**src/rtl/pacote_mips.sv**
```systemverilog
// Shared MIPS write-back definitions: datapath widths and the {register, data}
// record passed between write-back, decode and the register file.
package pacote_mips;

  localparam int LARG_DADO = 32;
  localparam int LARG_REG  = 5;

  localparam logic [LARG_REG-1:0] REG_ZERO = '0;

  typedef struct packed {
    logic [LARG_REG-1:0]  num;
    logic [LARG_DADO-1:0] dado;
  } entrada_wb_t;

endpackage

```
**src/rtl/unidade_escrita_reg_if.sv**
```systemverilog
// Producer-side valid/ready channels (ALU path and load path) into the write-back unit.
interface unidade_escrita_reg_if #(
  parameter int LARG_DADO = pacote_mips::LARG_DADO,
  parameter int LARG_REG  = pacote_mips::LARG_REG
);

  logic                 valido_alu;
  logic [LARG_REG-1:0]  reg_alu;
  logic [LARG_DADO-1:0] dado_alu;
  logic                 pronto_alu;

  logic                 valido_mem;
  logic [LARG_REG-1:0]  reg_mem;
  logic [LARG_DADO-1:0] dado_mem;
  logic                 pronto_mem;

  modport master (
    output valido_alu, reg_alu, dado_alu,
    output valido_mem, reg_mem, dado_mem,
    input  pronto_alu, pronto_mem
  );

  modport slave (
    input  valido_alu, reg_alu, dado_alu,
    input  valido_mem, reg_mem, dado_mem,
    output pronto_alu, pronto_mem
  );

endinterface

```
**src/rtl/fifo_escrita.sv**
```systemverilog
// In-order write-back FIFO: up to two pushes (slot 0 first) and one pop per clock.
// Every entry is exposed oldest-first with a valid bit for hazard/forwarding compares.
module fifo_escrita
  import pacote_mips::*;
#(
  parameter  int PROF  = 4,
  localparam int PTR_W = $clog2(PROF),
  localparam int OCC_W = PTR_W + 1
) (
  input  logic              clk,
  input  logic              rst_n,
  input  logic              push0,
  input  entrada_wb_t       entrada0,
  input  logic              push1,
  input  entrada_wb_t       entrada1,
  input  logic              pop,
  output logic [OCC_W-1:0]  ocupacao,
  output entrada_wb_t       entradas [PROF],
  output logic [PROF-1:0]   validos
);

  entrada_wb_t      mem [PROF];
  logic [PTR_W-1:0] wr_ptr;
  logic [PTR_W-1:0] rd_ptr;

  // push1 is only ever raised together with push0, so it lands in the slot after push0.
  always_ff @(posedge clk or negedge rst_n) begin
    if (!rst_n) begin
      wr_ptr   <= '0;
      rd_ptr   <= '0;
      ocupacao <= '0;
    end else begin
      wr_ptr   <= wr_ptr + PTR_W'(push0) + PTR_W'(push1);
      rd_ptr   <= rd_ptr + PTR_W'(pop);
      ocupacao <= ocupacao + OCC_W'(push0) + OCC_W'(push1) - OCC_W'(pop);
    end
  end

  // NOTE: storage has no reset; validity comes only from the pointers and ocupacao.
  always_ff @(posedge clk) begin
    if (push0) mem[wr_ptr] <= entrada0;
    if (push1) mem[wr_ptr + PTR_W'(1)] <= entrada1;
  end

  // NOTE: every always_comb output is fully assigned each pass, so no latch is inferred.
  always_comb begin
    for (int i = 0; i < PROF; i++) begin
      entradas[i] = mem[rd_ptr + PTR_W'(i)];
      validos[i]  = (i < int'(ocupacao));
    end
  end

endmodule

```
**src/rtl/unidade_escrita_reg.sv**
```systemverilog
// MIPS write-back unit: arbitrates ALU/load results into an in-order FIFO and retires one
// register write per clock; optional forwarding outputs are built when ENCAMINHAMENTO_EN is defined.
module unidade_escrita_reg
  import pacote_mips::*;
#(
  parameter  int PROF      = 4,
  parameter  int LARG_DADO = pacote_mips::LARG_DADO,
  parameter  int LARG_REG  = pacote_mips::LARG_REG,
  localparam int OCC_W     = $clog2(PROF) + 1
) (
  input  logic                 clk,
  input  logic                 rst_n,
  unidade_escrita_reg_if.slave bus,
  output logic                 RegWrite,
  output logic [LARG_REG-1:0]  Numero_Reg_Escrita,
  output logic [LARG_DADO-1:0] Dado_escrita,
  input  logic [LARG_REG-1:0]  Numero_Reg1,
  input  logic [LARG_REG-1:0]  Numero_Reg2,
  output logic                 Pendente1,
  output logic                 Pendente2,
`ifdef ENCAMINHAMENTO_EN
  output logic [LARG_DADO-1:0] Valor_Fwd1,
  output logic [LARG_DADO-1:0] Valor_Fwd2,
`endif
  output logic [OCC_W-1:0]     ocupacao
);

  logic [OCC_W-1:0] livre;
  logic             push_mem;
  logic             push_alu;
  logic             pop;
  entrada_wb_t      e_mem;
  entrada_wb_t      e_alu;
  entrada_wb_t      entradas [PROF];
  logic [PROF-1:0]  validos;

  // Free space is judged from start-of-cycle occupancy; a same-cycle retire is not credited.
  assign livre          = OCC_W'(PROF) - ocupacao;
  assign bus.pronto_mem = (livre != '0);
  assign bus.pronto_alu = (livre >= OCC_W'(2)) || ((livre != '0) && !bus.valido_mem);

  // Writes to r0 complete the handshake but never occupy a slot.
  assign push_mem = bus.valido_mem && bus.pronto_mem && (bus.reg_mem != REG_ZERO);
  assign push_alu = bus.valido_alu && bus.pronto_alu && (bus.reg_alu != REG_ZERO);

  assign e_mem = '{num: bus.reg_mem, dado: bus.dado_mem};
  assign e_alu = '{num: bus.reg_alu, dado: bus.dado_alu};
  assign pop   = (ocupacao != '0);

  fifo_escrita #(.PROF(PROF)) u_fifo (
    .clk      (clk),
    .rst_n    (rst_n),
    .push0    (push_mem || push_alu),
    .entrada0 (push_mem ? e_mem : e_alu),
    .push1    (push_mem && push_alu),
    .entrada1 (e_alu),
    .pop      (pop),
    .ocupacao (ocupacao),
    .entradas (entradas),
    .validos  (validos)
  );

  always_ff @(posedge clk or negedge rst_n) begin
    if (!rst_n) begin
      RegWrite           <= 1'b0;
      Numero_Reg_Escrita <= '0;
      Dado_escrita       <= '0;
    end else if (pop) begin
      RegWrite           <= 1'b1;
      Numero_Reg_Escrita <= entradas[0].num;
      Dado_escrita       <= entradas[0].dado;
    end else begin
      RegWrite <= 1'b0;
    end
  end

  always_comb begin
    Pendente1 = RegWrite && (Numero_Reg_Escrita == Numero_Reg1);
    Pendente2 = RegWrite && (Numero_Reg_Escrita == Numero_Reg2);
    for (int i = 0; i < PROF; i++) begin
      if (validos[i] && (entradas[i].num == Numero_Reg1)) Pendente1 = 1'b1;
      if (validos[i] && (entradas[i].num == Numero_Reg2)) Pendente2 = 1'b1;
    end
    if (Numero_Reg1 == REG_ZERO) Pendente1 = 1'b0;
    if (Numero_Reg2 == REG_ZERO) Pendente2 = 1'b0;
  end

`ifdef ENCAMINHAMENTO_EN
  // Scan oldest to youngest (output register first) so the last match is the youngest write.
  always_comb begin
    Valor_Fwd1 = '0;
    Valor_Fwd2 = '0;
    if (RegWrite && (Numero_Reg_Escrita == Numero_Reg1)) Valor_Fwd1 = Dado_escrita;
    if (RegWrite && (Numero_Reg_Escrita == Numero_Reg2)) Valor_Fwd2 = Dado_escrita;
    for (int i = 0; i < PROF; i++) begin
      if (validos[i] && (entradas[i].num == Numero_Reg1)) Valor_Fwd1 = entradas[i].dado;
      if (validos[i] && (entradas[i].num == Numero_Reg2)) Valor_Fwd2 = entradas[i].dado;
    end
    if (Numero_Reg1 == REG_ZERO) Valor_Fwd1 = '0;
    if (Numero_Reg2 == REG_ZERO) Valor_Fwd2 = '0;
  end
`endif

endmodule

```
**src/flat_wrapper.sv**
```systemverilog
// flat-port wrapper written by rule: the top's interface ports become plain ports
module unidade_escrita_reg_flat import pacote_mips::*;
#(
  parameter  int PROF      = 4,
  parameter  int LARG_DADO = pacote_mips::LARG_DADO,
  parameter  int LARG_REG  = pacote_mips::LARG_REG,
  localparam int OCC_W     = $clog2(PROF) + 1
)
  (clk, rst_n, RegWrite, Numero_Reg_Escrita, Dado_escrita, Numero_Reg1, Numero_Reg2, Pendente1, Pendente2, ocupacao, bus_valido_alu, bus_reg_alu, bus_dado_alu, bus_valido_mem, bus_reg_mem, bus_dado_mem, bus_pronto_alu, bus_pronto_mem);
  unidade_escrita_reg_if #(.LARG_DADO(LARG_DADO), .LARG_REG(LARG_REG)) bus_i ();
  input  logic clk;
  input  logic rst_n;
  output logic RegWrite;
  output logic [LARG_REG-1:0] Numero_Reg_Escrita;
  output logic [LARG_DADO-1:0] Dado_escrita;
  input  logic [LARG_REG-1:0] Numero_Reg1;
  input  logic [LARG_REG-1:0] Numero_Reg2;
  output logic Pendente1;
  output logic Pendente2;
  output logic [OCC_W-1:0] ocupacao;
  input wire logic [$bits(bus_i.valido_alu)-1:0] bus_valido_alu;
  input wire logic [$bits(bus_i.reg_alu)-1:0] bus_reg_alu;
  input wire logic [$bits(bus_i.dado_alu)-1:0] bus_dado_alu;
  input wire logic [$bits(bus_i.valido_mem)-1:0] bus_valido_mem;
  input wire logic [$bits(bus_i.reg_mem)-1:0] bus_reg_mem;
  input wire logic [$bits(bus_i.dado_mem)-1:0] bus_dado_mem;
  output wire logic [$bits(bus_i.pronto_alu)-1:0] bus_pronto_alu;
  output wire logic [$bits(bus_i.pronto_mem)-1:0] bus_pronto_mem;
  assign bus_i.valido_alu = bus_valido_alu;
  assign bus_i.reg_alu = bus_reg_alu;
  assign bus_i.dado_alu = bus_dado_alu;
  assign bus_i.valido_mem = bus_valido_mem;
  assign bus_i.reg_mem = bus_reg_mem;
  assign bus_i.dado_mem = bus_dado_mem;
  assign bus_pronto_alu = bus_i.pronto_alu;
  assign bus_pronto_mem = bus_i.pronto_mem;
  unidade_escrita_reg #(.PROF(PROF), .LARG_DADO(LARG_DADO), .LARG_REG(LARG_REG)) u_core (.clk(clk), .rst_n(rst_n), .bus(bus_i), .RegWrite(RegWrite), .Numero_Reg_Escrita(Numero_Reg_Escrita), .Dado_escrita(Dado_escrita), .Numero_Reg1(Numero_Reg1), .Numero_Reg2(Numero_Reg2), .Pendente1(Pendente1), .Pendente2(Pendente2), .ocupacao(ocupacao));
endmodule
```
**config.mk**
```make
export PLATFORM = sky130hd
export DESIGN_NAME = unidade_escrita_reg_flat
export DESIGN_NICKNAME = d
export VERILOG_FILES = /design/src/rtl/pacote_mips.sv /design/src/rtl/unidade_escrita_reg_if.sv /design/src/rtl/fifo_escrita.sv /design/src/rtl/unidade_escrita_reg.sv /design/src/flat_wrapper.sv
export SDC_FILE = /design/constraint.sdc
export NUM_CORES = 1
export LEC_CHECK = 0
export ABC_AREA = 1
export CAP_MARGIN = 10
export CORE_UTILIZATION = 40
export CTS_BUF_LIST = sky130_fd_sc_hd__clkbuf_8 sky130_fd_sc_hd__clkbuf_16
export CTS_CLUSTER_DIAMETER = 150
export DETAILED_ROUTE_END_ITERATION = 8
export DONT_BUFFER_PORTS = 1
export PLACE_DENSITY = 0.55
export SKIP_LAST_GASP = 1
export SLEW_MARGIN = 20
export SYNTH_ARGS = -nofsm -noshare
export SYNTH_HDL_FRONTEND = slang
export SYNTH_SLANG_ARGS = --single-unit
```
**constraint.sdc**
```tcl
create_clock -name clk -period 3.5 [get_ports clk]
set_input_delay 0.525 -clock clk [delete_from_list [all_inputs] [get_ports clk]]
set_output_delay 0.525 -clock clk [all_outputs]
set_load 0.005 [all_outputs]
```
### Yosys cells after proc, flatten, opt, wreduce, memory -nomap -nowiden

Memories as Yosys holds them, arrays and structs flattened.
Index checks and enable logic that the tools add are counted.

* flip-flop bits (word level): 45
* RAM bits: 148
* input bits: 88
* output and inout bits: 45
* logic and storage cells: 74
* memories kept: 1

Memory list
* u_core.u_fifo.mem: words 4, width 37, read ports 4, clocked after memory_dff 0, wr ports 2, RTL line fifo_escrita.sv:22 `entrada_wb_t mem [PROF];`

* add/sub/neg operators: 11
* order comparisons: 5
* equal/unequal tests: 10
* multiplexer cells: 16
* reduce and logical (&&, ||, !) cells: 25

Operators with widths (count)
* $eq 5x5->1: 10
* $mux 37: 1
* $logic_and 1x1->1: 16
* $mux 1: 15
* $logic_not 5->1: 2
* $reduce_bool 5->1: 2
* $add 2x1->2: 3
* $add 3x1->3: 2
* $lt 1x3->1 const A: 2
* $lt 2x3->1 const A: 2
* $reduce_bool 3->1: 2
* $add 2x1->2 const B: 2
* $add 2x2->2 const B: 2
* $ge 3x2->1 const B: 1
* $sub 3x1->3: 1
* $sub 3x3->3 const A: 1
* $logic_or 1x1->1: 2
* $logic_not 1->1: 1

### Logic depth before layout (Yosys ltp)

* word-level depth: 10
* depth in mapped cells: 14
* gate-level depth less buffers: 14

### Modules after synthesis

From an unflattened synthesis, not the netlist that was laid out.

* cells, all modules: 2228
* area, all modules: 14322.5 µm²

Modules (own cells, without submodules)
* fifo_escrita: times used 1, cells each 1725, area each 11426.0 µm², seq. area each 4619.4 µm²
* unidade_escrita_reg: times used 1, cells each 503, area each 2896.5 µm², seq. area each 950.9 µm²

### Worst setup path after synthesis

No wires, ideal clock.

* path kind: register to register
* from: register u_core.u_fifo.ocupacao[1]
* to: register u_core.u_fifo.ocupacao[1]
* library setup time: 0.135 ns
* data arrival time: 2.832 ns
* data required time: 3.365 ns
* slack: 0.533 ns
* stages on the path, launching flop included: 14
* buffers on the path: 2
* clock period less this slack: 2.967 ns
* cell sequence: dfrtp_1 > inv_1 > ha_1 > ha_1 > nor2_2 > nand2_2 > inv_2 > buf_6 > clkbuf_1 > nand2_1 > ha_1 > fa_1 > inv_1 > fa_1

* word-level cells in the longest chain between the ends: 10
* elaborated cells between the ends (all ways): 15
* classes of those cells: add/sub: 4; order compare: 1; reduce/logical: 10

Ends and longest elaborated chain
* from (decl): RTL line fifo_escrita.sv:17 `output logic [OCC_W-1:0] ocupacao,`
* from (signal assigned): RTL line fifo_escrita.sv:35 `ocupacao <= ocupacao + OCC_W'(push0) + OCC_W'(push1) - OCC_W'(pop);`
* parallel branches: the longest is 9 deep, another holds $sub 3x3->3
* $sub 3x1->3 (*): RTL line fifo_escrita.sv:35

Mark *: on every way between the ends.
A chain may end at the register's enable or synchronous reset.

### Final worst setup path

* from: register u_core.u_fifo.rd_ptr[1]
* to: output Pendente1

* word-level cells in the longest chain between the ends: 8
* elaborated cells between the ends (all ways): 17
* classes of those cells: add/sub: 3; eq/ne: 4; mux: 5; reduce/logical: 4; memory: 1

Ends and longest elaborated chain
* from (decl): RTL line fifo_escrita.sv:24 `logic [PTR_W-1:0] rd_ptr;`
* from (signal assigned): RTL line fifo_escrita.sv:34 `rd_ptr <= rd_ptr + PTR_W'(pop);`
* $add 2x1->2 / $mem_v2 4x37 (equally long branches)
* $mem_v2 4x37 (*)
* $eq 5x5->1 / $logic_and 1x1->1 (equally long branches): RTL line unidade_escrita_reg.sv:81 `if (validos[i] && (entradas[i].num == Numero_Reg1)) Pendente1 = 1'b1;`
* $logic_and 1x1->1 / $mux 1 (equally long branches): RTL line unidade_escrita_reg.sv:81
* $mux 1 (2 in a row): RTL line unidade_escrita_reg.sv:81
* $mux 1 (*): RTL line unidade_escrita_reg.sv:81
* $mux 1 (*): RTL line unidade_escrita_reg.sv:84 `if (Numero_Reg1 == REG_ZERO) Pendente1 = 1'b0;`
* to (decl): RTL line flat_wrapper.sv:18 `output logic Pendente1;`

Mark *: on every way between the ends. The rest lies on a longest branch, timed or not.

==> impl_metrics.csv <==
group,metric,value,unit
critical_path,timing.critical_path.max_delay_family,"simple AND/OR/NAND/NOR gates",
synthesis,synth_top_area_share,41.8,%
critical_path,slowest_library_cell_on_the_worst_path,"sky130_fd_sc_hd__dfrtp_1",
grt,grtUsageMet2,35.4,%
critical_path,crit_path_frequent_cell,"sky130_fd_sc_hd__nor2_1",
synthesis,synthesis.nets,1393,
pwr,design_power_total,10.9,mW
critical_path,worst_setup_path_startpoint,"u_core.u_fifo.rd_ptr[1]",
detailed_routing,postRouteWirelength,30.1,mm
synthesis,post-synth-top-area-cell,"sky130_fd_sc_hd__edfxtp_1",
grt,grt_busiest_layer,"met2",
synthesis,distinct_cell_type_count_after_synthesis,34,
clock_network,clockRootBuffer,"sky130_fd_sc_hd__clkbuf_16",
min_path,hold_path_startpoint,"bus_reg_alu[1]",
status,run_status,"finished clean",
synthesis,ys_ff_latch,193,
critical_path,criticalPathCategory,"reg -> out",
clock_network,cts.path.max_buffers,2,
place,numPortBuffers,0,
timing,fin_ws,0.311,ns
die,num_io_pins,133,
detailed_routing,remaining_drc_errors,0,
clock_network,cts_buffers,17,
detailed_routing,dr.first_iter.drc_count,818,
pwr,power.density_cell_area,947,nW/µm²
final_layout,layout_nets,1365,
timing,final-max-slew-violation-count,0,
grt,antenna_found_initial,0,
final_layout,layout_cell_share_with_drive_strength_beyond_1,6.42,%
detailed_routing,antenna_violating_nets_post_route,0,
critical_path,setup.worst_path.end_class,"output pin",
timing,setup-tns-final,0,ns
final_layout,synthToLayoutAreaGrowth,8.67,%
pwr,vdd.ir_drop.worst,0.000499,V
die,placement_rows,59,
timing,grt_setup_unrepaired,"false",
place,place_area,10900,µm²
clock_network,post_cts_buffers,0,
critical_path,reg2reg_from,"u_core.u_fifo.ocupacao[1]",
die,die_area,27200,µm²
grt,grt.overflow.total,0,
detailed_routing,drt-wirelength-per-cell,18.6,µm
critical_path,critical_path.max_stage_delay,0.70,ns
final_layout,post-route-cell-area,11500,µm²
critical_path,cp-start-kind,"register",
critical_path,buffers_and_inverters_on_the_worst_path,1,
timing,skew,0.0127,ns
detailed_routing,vias_per_cell,5.34,
critical_path,required_time_at_the_endpoint_of_the_critical_path,2.97,ns
timing,worst_slew_margin_rel,54.9,%
grt,grt.met1_usage,31.7,%
place,globalplace.congestion,0.899,
grt,track_usage,22.6,%
min_path,hold_path.class,"in -> reg",
place,dp_hpwl,19.4,mm
critical_path,worst-path-max-fanout,19,
synthesis,yosysSeqAreaShare,52.4,%
timing,final.min_clock_period,3.19,ns
clock_network,clkLatencyLatePin,0.43,ns
synthesis,syn-cell-area,10600,µm²
synthesis,syn-mean-instance-area,8.21,µm²
final_layout,antenna_cells,0,
timing,setup_viol_count_final,0,
synthesis,synth_warnings,0,
timing,final_min_period_over_clock_period,91.1,%
detailed_routing,drtPass1Iterations,6,
clock_network,tritoncts,"built",
clock_network,post_cts_hold_buffer_count,2,
final_layout,final_core_utilization,44.3,%
die,chipWidth,165,µm
grt,first_pass_grt_wire_length,45.6,mm
clock_network,clock_slew_at_reported_path_ffs,0.07,ns
synthesis,synth.top_cells.by_area,"sky130_fd_sc_hd__edfxtp_1, sky130_fd_sc_hd__nand2_1, sky130_fd_sc_hd__dfrtp_1",
detailed_routing,routed_vias,8607,
place,placement.setup.worst_slack,0.348,ns
clock_network,post_cts.resized_instances,0,
timing,hold_viol_final,0,
timing,measured_slew_at_the_worst_slew_check_pin,0.677,ns
die,core_area,26100,µm²
grt,grt_max_degree,57,
die,fp.dieH,165,µm
grt,grt_use_met3,4.70,%
pwr,static_leakage,5.01,nW
critical_path,cp_cell_sequence,"inv_2 -> nand2_1 -> nand2_2 -> nand2_1 -> and2_1 -> nor2_1 -> nor2_1 -> nand3_1 -> nand2_1 -> nor2_1 -> nor2_1",
clock_network,cts_num_sinks,193,
job,maxCapViolCount,0,
clock_network,h-tree-depth,4,
synthesis,post_synth_inst_count,1294,
die,start_util,40.8,%
critical_path,worst-endpoint-arrival,2.66,ns
timing,clock.fmax,0.314,GHz
grt,grt_pass1_vias,7966,
area by class of cell:
type                    instances  area (µm²)
well taps                     335         419
repair buffers                 26         268
clock inverters                14         154
clock buffers                  17         425
flip-flops and latches        193        5570
fillers                      2610       14500
inverters                      91         342
multi-input cells             937        4370
metrics by stage:
step	instances	hold WS (ns)
after floorplan	1294	0.229
after global placement	1580	0.230
after detailed placement	1580	0.230
after CTS	1613	0.373
after global routing	1613	0.389
final	1613	0.389
Yosys cell counts:
| cell type | n |
|---|---|
| sky130_fd_sc_hd__buf_6 | 1 |
| sky130_fd_sc_hd__nor2_4 | 1 |
| sky130_fd_sc_hd__xnor2_1 | 4 |
| sky130_fd_sc_hd__a22oi_1 | 29 |
| sky130_fd_sc_hd__o21ai_2 | 10 |
| sky130_fd_sc_hd__a41oi_1 | 11 |
| sky130_fd_sc_hd__inv_2 | 5 |
| sky130_fd_sc_hd__clkbuf_1 | 35 |
| sky130_fd_sc_hd__o22ai_1 | 2 |
| sky130_fd_sc_hd__o21ai_1 | 54 |
| sky130_fd_sc_hd__inv_1 | 85 |
| sky130_fd_sc_hd__a21oi_1 | 3 |
| sky130_fd_sc_hd__nor3_1 | 3 |
| sky130_fd_sc_hd__fa_1 | 3 |
| sky130_fd_sc_hd__edfxtp_1 | 148 |
| sky130_fd_sc_hd__ha_1 | 8 |
| sky130_fd_sc_hd__o21ai_0 | 133 |
| sky130_fd_sc_hd__dfrtp_1 | 45 |
| sky130_fd_sc_hd__buf_4 | 13 |
| sky130_fd_sc_hd__a221oi_1 | 2 |
| sky130_fd_sc_hd__clkinv_1 | 1 |
| sky130_fd_sc_hd__a31oi_1 | 9 |
| sky130_fd_sc_hd__xor2_1 | 3 |
| sky130_fd_sc_hd__buf_2 | 24 |
| sky130_fd_sc_hd__and2_1 | 1 |
| sky130_fd_sc_hd__nand2_1 | 491 |
| sky130_fd_sc_hd__nand3_1 | 90 |
| sky130_fd_sc_hd__nor2_1 | 58 |
| sky130_fd_sc_hd__nand2_2 | 3 |
| sky130_fd_sc_hd__nor2_2 | 1 |
| sky130_fd_sc_hd__nand4_1 | 14 |
| sky130_fd_sc_hd__nand3_2 | 1 |
| sky130_fd_sc_hd__a211oi_1 | 2 |
| sky130_fd_sc_hd__nor3_2 | 1 |
routing by layer:
layer	wire [µm]	vias to the layer above
met2	13700	258
li1	-	4303
met4	383	0
met5	0	-
met1	14000	4020
met3	1920	26
cells by family after synthesis:
family	count (synthesis)	synth area share, %
adders and majority gates	11	1.51
DFF	193	52.4
AOI/OAI and AO/OA	255	13.7
xor gates and xnor gates	7	0.577
and+or+nand+nor	664	25.2
buffers and inverters	164	6.61
power breakdown:
part | switching, mW | internal [mW] | total, mW
clock network | 0.905 | 1.06 | 1.97
registers | 0.506 | 3.74 | 4.25
logic | 3.27 | 1.44 | 4.71
worst paths after layout:
check                                       endpoint  slack, ns  cells after the start
min reg2reg                   u_core.Dado_escrita[7]       0.51                      2
max in group asynchronous    u_core.Dado_escrita[29]       2.58                      2
max reg2reg                u_core.u_fifo.ocupacao[1]       0.32                     12
min in group asynchronous    u_core.Dado_escrita[12]       0.70                      2
max                                        Pendente1       0.31                     11
min                         u_core.u_fifo.mem[3][33]       0.39                      2
sequential cells by signal (all words and copies together), names as in the netlist:
| signal | count |
|---|---|
| u_core.Dado_escrita | 32 |
| u_core.u_fifo.mem | 148 |
| u_core.RegWrite | 1 |
| u_core.Numero_Reg_Escrita | 5 |
| u_core.u_fifo.rd_ptr | 2 |
| u_core.u_fifo.ocupacao | 3 |
| u_core.u_fifo.wr_ptr | 2 |
cell usage in the layout (no fill, tap or decap), drive strengths merged, types with 4 or more instances in the layout:
cell	netlist	final
a31oi	9	9
a22oi	29	29
nand3	91	91
buf	38	25
o21ai	197	197
xnor2	4	4
nor3	4	4
clkbuf	35	17
ha	8	8
clkinv	1	5
nand2	494	494
inv	90	96
nor2	60	60
edfxtp	148	148
dfrtp	45	45
nand4	14	14
a41oi	11	11
No activity file was read; power rests on OpenSTA's default activity.
